===== src/rtl/onehot_seq_pkg.sv =====
// Shared types and helpers for the registered one-hot select sequencer.
// Scan support is built only when ONEHOT_SEQ_SCAN_EN is defined.
package onehot_seq_pkg;

    typedef enum logic {
        ST_IDLE = 1'b0,
        ST_SCAN = 1'b1
    } state_t;

    localparam logic MODE_DIRECT = 1'b0;
    localparam logic MODE_SCAN   = 1'b1;

    function automatic int onehot_width(input int sel_w);
        return 1 << sel_w;
    endfunction

endpackage


===== src/rtl/onehot_decoder.sv =====
// Combinational index to one-hot decoder; generalises the old 2-bit K-map
// generator to any select width.
module onehot_decoder
    import onehot_seq_pkg::*;
#(
    parameter int SEL_W = 2
) (
    input  logic [SEL_W-1:0]               i_sel,
    output logic [onehot_width(SEL_W)-1:0] o_onehot
);

    always_comb begin
        o_onehot        = '0;
        o_onehot[i_sel] = 1'b1;
    end

endmodule


===== src/rtl/onehot_seq_decoder.sv =====
// Registered one-hot mux-select driver with direct (handshaked) and scan modes.
// Scan mode and its dwell counter exist only when ONEHOT_SEQ_SCAN_EN is defined.
module onehot_seq_decoder
    import onehot_seq_pkg::*;
#(
    parameter int SEL_W   = 2,
    parameter int DWELL_W = 4
) (
    input  logic                           clk,
    input  logic                           reset,
    input  logic                           mode,
    input  logic                           in_valid,
    output logic                           in_ready,
    input  logic [SEL_W-1:0]               in_sel,
    input  logic                           start,
    input  logic                           stop,
    input  logic [DWELL_W-1:0]             dwell,
    output logic [onehot_width(SEL_W)-1:0] mux_in,
    output logic                           out_valid,
    output logic                           busy
);

    localparam int W = onehot_width(SEL_W);

    logic [W-1:0] w_dec;
    logic [W-1:0] r_mux;
    logic         r_ov;
    logic         w_hs;

    onehot_decoder #(.SEL_W(SEL_W)) u_dec (
        .i_sel    (in_sel),
        .o_onehot (w_dec)
    );

    assign mux_in    = r_mux;
    assign out_valid = r_ov;
    assign w_hs      = in_valid && in_ready;

`ifdef ONEHOT_SEQ_SCAN_EN

    state_t             r_state;
    logic [DWELL_W-1:0] r_dwell;
    logic [DWELL_W-1:0] r_cnt;
    logic [SEL_W-1:0]   r_pos;
    logic               r_busy;

    assign busy     = r_busy;
    assign in_ready = (r_state == ST_IDLE) && (mode == MODE_DIRECT) && !reset;

    always_ff @(posedge clk) begin
        if (reset) begin
            r_state <= ST_IDLE;
            r_mux   <= '0;
            r_ov    <= 1'b0;
            r_busy  <= 1'b0;
            r_dwell <= '0;
            r_cnt   <= '0;
            r_pos   <= '0;
        end else begin
            r_ov <= 1'b0;
            unique case (r_state)
                ST_IDLE: begin
                    if (mode == MODE_SCAN && start) begin
                        r_state <= ST_SCAN;
                        r_busy  <= 1'b1;
                        r_dwell <= dwell;
                        r_cnt   <= '0;
                        r_pos   <= '0;
                        r_mux   <= W'(1);
                        r_ov    <= 1'b1;
                    end else if (w_hs) begin
                        r_mux <= w_dec;
                        r_ov  <= 1'b1;
                    end
                end
                ST_SCAN: begin
                    // stop takes priority over a coinciding advance
                    if (stop) begin
                        r_state <= ST_IDLE;
                        r_busy  <= 1'b0;
                        r_cnt   <= '0;
                    end else if (r_cnt == r_dwell) begin
                        r_cnt <= '0;
                        r_pos <= r_pos + 1'b1;
                        r_mux <= {r_mux[W-2:0], r_mux[W-1]};
                        r_ov  <= 1'b1;
                    end else begin
                        r_cnt <= r_cnt + 1'b1;
                    end
                end
            endcase
        end
    end

`else

    logic w_unused;

    assign w_unused = ^{mode, start, stop, dwell};
    assign busy     = 1'b0;
    assign in_ready = !reset;

    always_ff @(posedge clk) begin
        if (reset) begin
            r_mux <= '0;
            r_ov  <= 1'b0;
        end else begin
            r_ov <= w_hs;
            if (w_hs) begin
                r_mux <= w_dec;
            end
        end
    end

`endif

endmodule


===== config.mk =====
export PLATFORM = sky130hd
export DESIGN_NAME = onehot_seq_decoder
export DESIGN_NICKNAME = d
export VERILOG_FILES = /design/src/rtl/onehot_seq_pkg.sv /design/src/rtl/onehot_decoder.sv /design/src/rtl/onehot_seq_decoder.sv
export SDC_FILE = /design/constraint.sdc
export NUM_CORES = 1
export LEC_CHECK = 0
export ABC_AREA = 1
export ABC_CLOCK_PERIOD_IN_PS = 800
export BUFFER_PORTS_ARGS = -buffer_cell sky130_fd_sc_hd__buf_2
export CORE_AREA = 2 2 39 41
export CTS_CLUSTER_DIAMETER = 200
export DETAILED_ROUTE_END_ITERATION = 10
export DIE_AREA = 0 0 41 43
export PLACE_DENSITY_LB_ADDON = 0.05
export SYNTH_ARGS = -nofsm -noshare
export SYNTH_HDL_FRONTEND = slang
export SYNTH_SLANG_ARGS = --single-unit

===== constraint.sdc =====
create_clock -name clk -period 0.8 [get_ports clk]
set_clock_uncertainty 0.2 [all_clocks]
set_input_delay 0.16 -clock clk [delete_from_list [all_inputs] [get_ports clk]]
set_output_delay 0.16 -clock clk [all_outputs]
set_load 0.03 [all_outputs]

==> results of run 1 <==
[power breakdown]
part / total (mW) / internal [mW] / switching [mW]
logic: 0.155 / 0.0702 / 0.0844
registers: 0.272 / 0.262 / 0.0108
clock network: 0.305 / 0.189 / 0.116
total: 0.732 / 0.521 / 0.211
[area by class of cell]
cell class	instances	share of cell area [%]
tap	16	5.30
multi-input combinational	15	20.2
sequential	5	30.8
inverter	4	4.97
clock buffer	4	6.95
timing repair buffer	13	31.8
[layout by cell type, fill, tap and decap left out]
cell type / Yosys / final
clkinvlp_4: 0 / 1
dfxtp_2: 0 / 1
o21ai_2: 0 / 3
buf_6: 0 / 6
o21ai_1: 0 / 1
a21oi_1: 3 / 3
conb_1: 1 / 1
nor2_1: 7 / 7
clkbuf_4: 0 / 3
inv_2: 1 / 1
inv_1: 3 / 2
dfxtp_4: 0 / 4
buf_2: 0 / 3
clkbuf_1: 0 / 1
buf_8: 0 / 1
buf_4: 1 / 3
[metal layers]
metal,wire length [um],track usage (%),up-vias
li1,-,-,106
met1,210,8.63,94
met2,230,9.06,9
met3,44,3.14,4
met4,24,10.0,0
met5,0,0,-
[cell families (layout without fill, tap and decap cells)]
kind of cell | count (synthesis) | after routing | synth area share, %
AO/OA/AOI/OAI | 7 | 7 | 18.7
AND/OR/NAND/NOR | 7 | 7 | 14.0
buffers and inverters | 5 | 21 | 12.0
flip-flops | 5 | 5 | 53.3
other | 1 | 1 | 2.00
[worst max-delay path by stage]
stage / endpoint / start / slack, ns
after global placement: in_ready / reset / -0.15
after CTS: mux_in[1] / mux_in[1]$_SDFFE_PP0P_ / -0.28
after floorplan: mux_in[1]$_SDFFE_PP0P_ / mux_in[1]$_SDFFE_PP0P_ / -0.02
final: mux_in[2] / mux_in[2]$_SDFFE_PP0P_ / -0.28
after global routing: mux_in[2] / mux_in[2]$_SDFFE_PP0P_ / -0.29
after detailed placement: in_ready / reset / -0.15
[what timing repair did]
action / in CTS / in global routing
hold endpoints to repair: 1 / 1
setup buffers: 2 / 0
gates resized for setup: 15 / 2
setup endpoints to repair: 7 / 10
[stage by stage]
step / setup TNS [ns] / cell area [um^2] / hold WS [ns]
floorplan: -0.0937 / 208 / 0.0250
global placement: -0.745 / 278 / 0.160
detailed placement: -0.720 / 278 / 0.169
CTS: -1.51 / 370 / -0.140
global route: -1.73 / 378 / -0.139
finish: -1.46 / 378 / -0.135
[flip-flops by register name, summed over array words and instances, names as in the netlist]
name and cells:
mux_in 4, out_valid 1
==> metrics.md, run 1 <==
| Metric | Value |
|---|---|
| Area contributors post-synth | dfxtp_1 (53%), nor2_1 (14%), o21ai_0 (11%) |
| Die Wd | 41 um |
| Area delta synth->final | 101% |
| TritonRoute pass-1 iters | 1 |
| Final Cycle Share | 135% |
| Worst path buffer plus inverter count | 1 |
| Clock latency on the worst-skew pair | around 0.25 ns |
| RSZ-0062 raised after global routing | true |
| Hold path cells | 2 |
| Die ar. | 1760 um^2 |
| WP data required | approximately 0.44 ns |
| Ant. Diodes | 0 |
| Setup violations, final | 8 |
| Core Area | about 1400 um^2 |
| Register bit total from synthesis | 5 |
| Arrival time worst endpoint | between 0.7 and 0.8 ns |
| DRC viols | 0 |
| Fin. Hold Viols | 1 |
| Largest net degree at the start of global routing | 6 |
| Total CTS buffers | 3 |
| Peak VDD IR | 0.000535 V |
| Top_reg_cell synth | dfxtp_1 |
| Failing checks | negative hold slack, negative setup slack |
| HP Start | reset |
| Total power | 0.732 mW |
| Initial drt markers | 0 |
| Leakage power | approximately 0.18 nW |
| DRT Wirelength | 509 um |
| Worst R2R End | mux_in[1]$_SDFFE_PP0P_ |
| First-pass GRT wire length | 821 um |
| Status | finished, violations left |
| Power Dens Cells | roughly 1900 nW/um^2 |
| Vias per std cell | about 3.7 |
| Worst Hold Class | primary input to flop |
| CTS tree | built |
| Final WS setup | -0.279 ns |
| Syn Area/Cell | roughly 7.5 um^2 |
| # H-tree levels | 1 |
| Mapped Cells | 25 |
| Worst setup EP type | output pin |
| Number of global-route vias before repair | ~220 |
| EDFF count, synth | 0 |
| Wirelength per Cell | just under 9 um |
| Pre-CTS setup slack | -0.148 ns |
| Syn nets | 37 |
| Critical Path, Cell by Cell | buf_6 |
| Max Cap Viol | 0 |
| Synth top area share | 53.3% |
| Mapped cell area | between 150 and 200 um^2 |
| Via count | 213 |
| Worst Hold Path EP | out_valid$_SDFF_PP0_ |
| Most common cell in the netlist | nor2_1 |
| Nets@finish | 54 |
| Achievable Freq | about 0.93 GHz |
| Util after Layout | 27.3% |
| R2R cell count | 3 |
| CP Launch Type | flop |
| Register area share after synthesis | 53.3% |
| Initial Util | 13.6% |
| Yosys cell types | 8 |
| Placer Congestion | approximately 0.65 |
| Synth cell count leaders | nor2_1 (7), dfxtp_1 (5), o21ai_0 (4), a21oi_1 (3), inv_1 (3) |
| Placed insts | just over 50 |
| Cell family with most CP delay | flip-flops |
| CP Max Fanout | 2 |
| Initial antenna violation count | 0 |
| Final Non-Filler Cells | between 50 and 60 |
| Global Route Usage Sum | 7.72% |
| CTS sink count | 5 |
| GRT overflow | 0 |
| Tmin final | around 1.1 ns |
| Post-DP HPWL | roughly 360 um |
| Row Count | 14 |
| Register area | 116 um^2 |
| Post-synth ARST share | 0% |
| # port buffers | 10 |
| Clock slew at reported path FFs | approximately 0.050 ns |
| Share of cells above drive strength 1 | 63.4% |
| CTS root buf | clkbuf_4 |
| Yosys warns | 0 |
| Stages on the worst setup path | 1 |
| Fin. max-slew vios | 0 |
| Slowest cell on the critical path | dfxtp_4 |
| Die Ht | between 40 and 50 um |
| Post-route ant nets | 0 |
| Hold Slack | -0.135 ns |
| Worst reg-to-reg setup slack | -0.12 ns |
| Multi-input gate area | roughly 76 um^2 |
| Crit Path Category | flop to output pin |
| Filler cell count | between 150 and 200 |
| RR Startpoint | mux_in[1]$_SDFFE_PP0P_ |
| Clock buffer depth | 2 |
| Synth area leader | dfxtp_1 |
| Max incr delay on CP | 0.34 ns |
| IO Pins | 19 |
Note: power is estimated with default switching activity, not from simulation.
==> run 2: changes to the inputs <==
- CTS_CLUSTER_DIAMETER: 200 -> unset
- REMOVE_ABC_BUFFERS: unset -> 1
==> metrics.md, run 2 (synthesis gave the netlist of run 1 again) <==
| Metric | Value |
|---|---|
| Worst Hold Class | primary input to flop |
| Largest net degree at the start of global routing | 6 (unchanged) |
| Clock latency on the worst-skew pair | 0.24 ns (about the same) |
| GRT overflow | 0 (unchanged) |
| CP Launch Type | flop |
| Met3 wire len | 57 um (+30%) |
| Clock slew at reported path FFs | 0.05 ns (about the same) |
| Share of cells above drive strength 1 | 59.5% (-3.9 points) |
| IO Pins | 19 (unchanged) |
| Arrival time worst endpoint | 0.70 ns (-0.02 ns) |
| CTS tree | built |
| Area delta synth->final | 92.0% |
| DR WL met2 | 228 um (-0.87%) |
| Comb power frac | 20.6% (-0.5 points) |
| Post-Route M1 WL | 219 um (+4.3%) |
| Global Route Usage Sum | 6.63% (-1.1 points) |
| CP Max Fanout | 2 (unchanged) |
| Total power | 0.733 mW (+0.16%) |
| Initial Util | 13.6% (unchanged) |
| DR top layer | met3 |
| Tmin final | 1.06 ns (-0.0184 ns) |
| Core Area | 1380 um^2 (unchanged) |
| CTS sink count | 5 (unchanged) |
| Nets@finish | 55 (+1.9%) |
| DRC viols | 0 (unchanged) |
| CTS root buf | clkbuf_4 |
| Sequential Power Share | 37.9% (+0.7 points) |
| Clock buffer depth | 2 (unchanged) |
| Most frequent cells in the layout | nor2_1 (7), buf_6 (7), dfxtp_2 (5) |
| Largest register FFs | 4 (unchanged) |
| Die Ht | 43 um (unchanged) |
| DRT Wirelength | 506 um (-0.59%) |
| Pre-CTS setup slack | -0.105 ns (+0.0426 ns) |
| Number of global-route vias before repair | 181 (-17%) |
| Row Count | 14 (unchanged) |
| Final WS setup | -0.261 ns (+0.0184 ns) |
| Leakage power | 0.178 nW (+1.7%) |
| Internal | 0.527 mW (+1.1%) |
| First-pass GRT wire length | 690 um (-16%) |
| Slowest cell on the critical path | dfxtp_2 |
| Hold Slack | -0.0550 ns (+0.0801 ns) |
| Wirelength per Cell | 8.72 um (-2.3%) |
| Post-Route Setup TNS | -1.36 ns (+0.103 ns) |
| Initial antenna violation count | 0 (unchanged) |
| Total CTS buffers | 3 (unchanged) |
| Die ar. | 1760 um^2 (unchanged) |
| Max incr delay on CP | 0.33 ns (about the same) |
| Final Non-Filler Cells | 58 (+1.8%) |
| Worst setup EP type | output pin |
| Clock Power Share | 41.5% (-0.2 points) |
| Placer Congestion | 0.752 (+16%) |
| Status | finished, violations left |
| Final Cycle Share | 133% (-2.3 points) |
| Worst path buffer plus inverter count | 1 (unchanged) |
| Cell family with most CP delay | flip-flops |
| Initial drt markers | 0 (unchanged) |
| RSZ-0062 raised after global routing | true |
| TritonRoute pass-1 iters | 1 (unchanged) |
| Post-DP HPWL | 374 um (+4.2%) |
| Fin. Hold Viols | 1 (unchanged) |
| Vias per std cell | 3.79 (+1.5%) |
| Peak VDD IR | 0.000606 V (+13%) |
| Fin. max-slew vios | 0 (unchanged) |
| Failing checks | negative hold slack, negative setup slack |
| WP data required | 0.44 ns (about the same) |
| Achievable Freq | 0.943 GHz (+1.7%) |
| Placed insts | 52 (+2.0%) |
| Ant. Diodes | 0 (unchanged) |
| # H-tree levels | 1 (unchanged) |
| Die Wd | 41 um (unchanged) |
| # port buffers | 10 (unchanged) |
| NetSw | 0.206 mW (-2.2%) |
| Post-route ant nets | 0 (unchanged) |
| Crit Path Category | flop to output pin |
| Max Cap Viol | 0 (unchanged) |
| Critical Path, Cell by Cell | buf_6 |
| Setup violations, final | 7 (-1) |
| Sw Ratio | 28.1% (-0.68 points) |
| Worst reg-to-reg setup slack | -0.09 ns (+0.03 ns) |
| Via count | 220 (+3.3%) |
| Power Dens Cells | 2030 nW/um^2 (+5.0%) |
## run 2: cell types whose count changed in the layout (fill, tap and decap cells not counted)
| cell | previous run | this run |
|---|---|---|
| dfxtp_2 | 1 | 5 |
| dfxtp_4 | 4 | 0 |
| o21ai_1 | 1 | 3 |
| o21ai_2 | 3 | 1 |
| buf_4 | 3 | 4 |
| buf_6 | 6 | 7 |
| buf_8 | 1 | 0 |
| clkinvlp_4 | 1 | 0 |
| inv_2 | 1 | 2 |
## run 2: area by class of cell
class,instances,area (um^2)
Fill cell,164,1020
Timing Repair Buffer,14,124
Sequential cell,5,106
Multi-Input combinational cell,15,68.8
Clock buffer,4,26.3
Tap cell,16,20.0
Inverter,4,15.0
## run 2: what timing repair did
| action | in CTS | in global routing |
|---|---|---|
| hold endpoints to repair | 3 | 1 |
| setup endpoints to repair | 10 | 9 |
| gates resized for setup | 21 | 3 |
| pin swaps | 2 | 0 |
| setup buffers | 1 | 1 |
## run 2: per-stage QoR
step | utilization (%) | instance area [um^2]
global placement | 19.2 | 265
floorplan | - | 180
finish | 26.0 | 360
CTS | 25.2 | 349
global route | 26.0 | 360
detailed placement | 19.2 | 265
## run 2: per-layer routing
layer	vias to the layer above	GRT usage [%]
met5	-	0
met1	96	7.74
met4	0	8.00
li1	114	-
met3	0	3.14
met2	10	7.50
## run 2: power by group through the flow
stage          Combinational, mW  Clock (mW)  Sequential (mW)
2_1_floorplan             0.0368           0            0.307
3_3_place_gp               0.115           0            0.275
3_5_place_dp               0.114           0            0.276
4_1_cts                    0.145       0.320            0.278
5_1_grt                    0.163       0.335            0.278
6_report                   0.151       0.304            0.278
## run 2: path summary, 6_finish.rpt
kind	cells past startpoint	endpoint	from
worst min register to register	2	mux_in[2]$_SDFFE_PP0P_	mux_in[2]$_SDFFE_PP0P_
worst min-delay path	3	out_valid$_SDFF_PP0_	reset
worst max register to register	3	mux_in[0]$_SDFFE_PP0P_	mux_in[0]$_SDFFE_PP0P_
worst max-delay path	1	mux_in[3]	mux_in[3]$_SDFFE_PP0P_
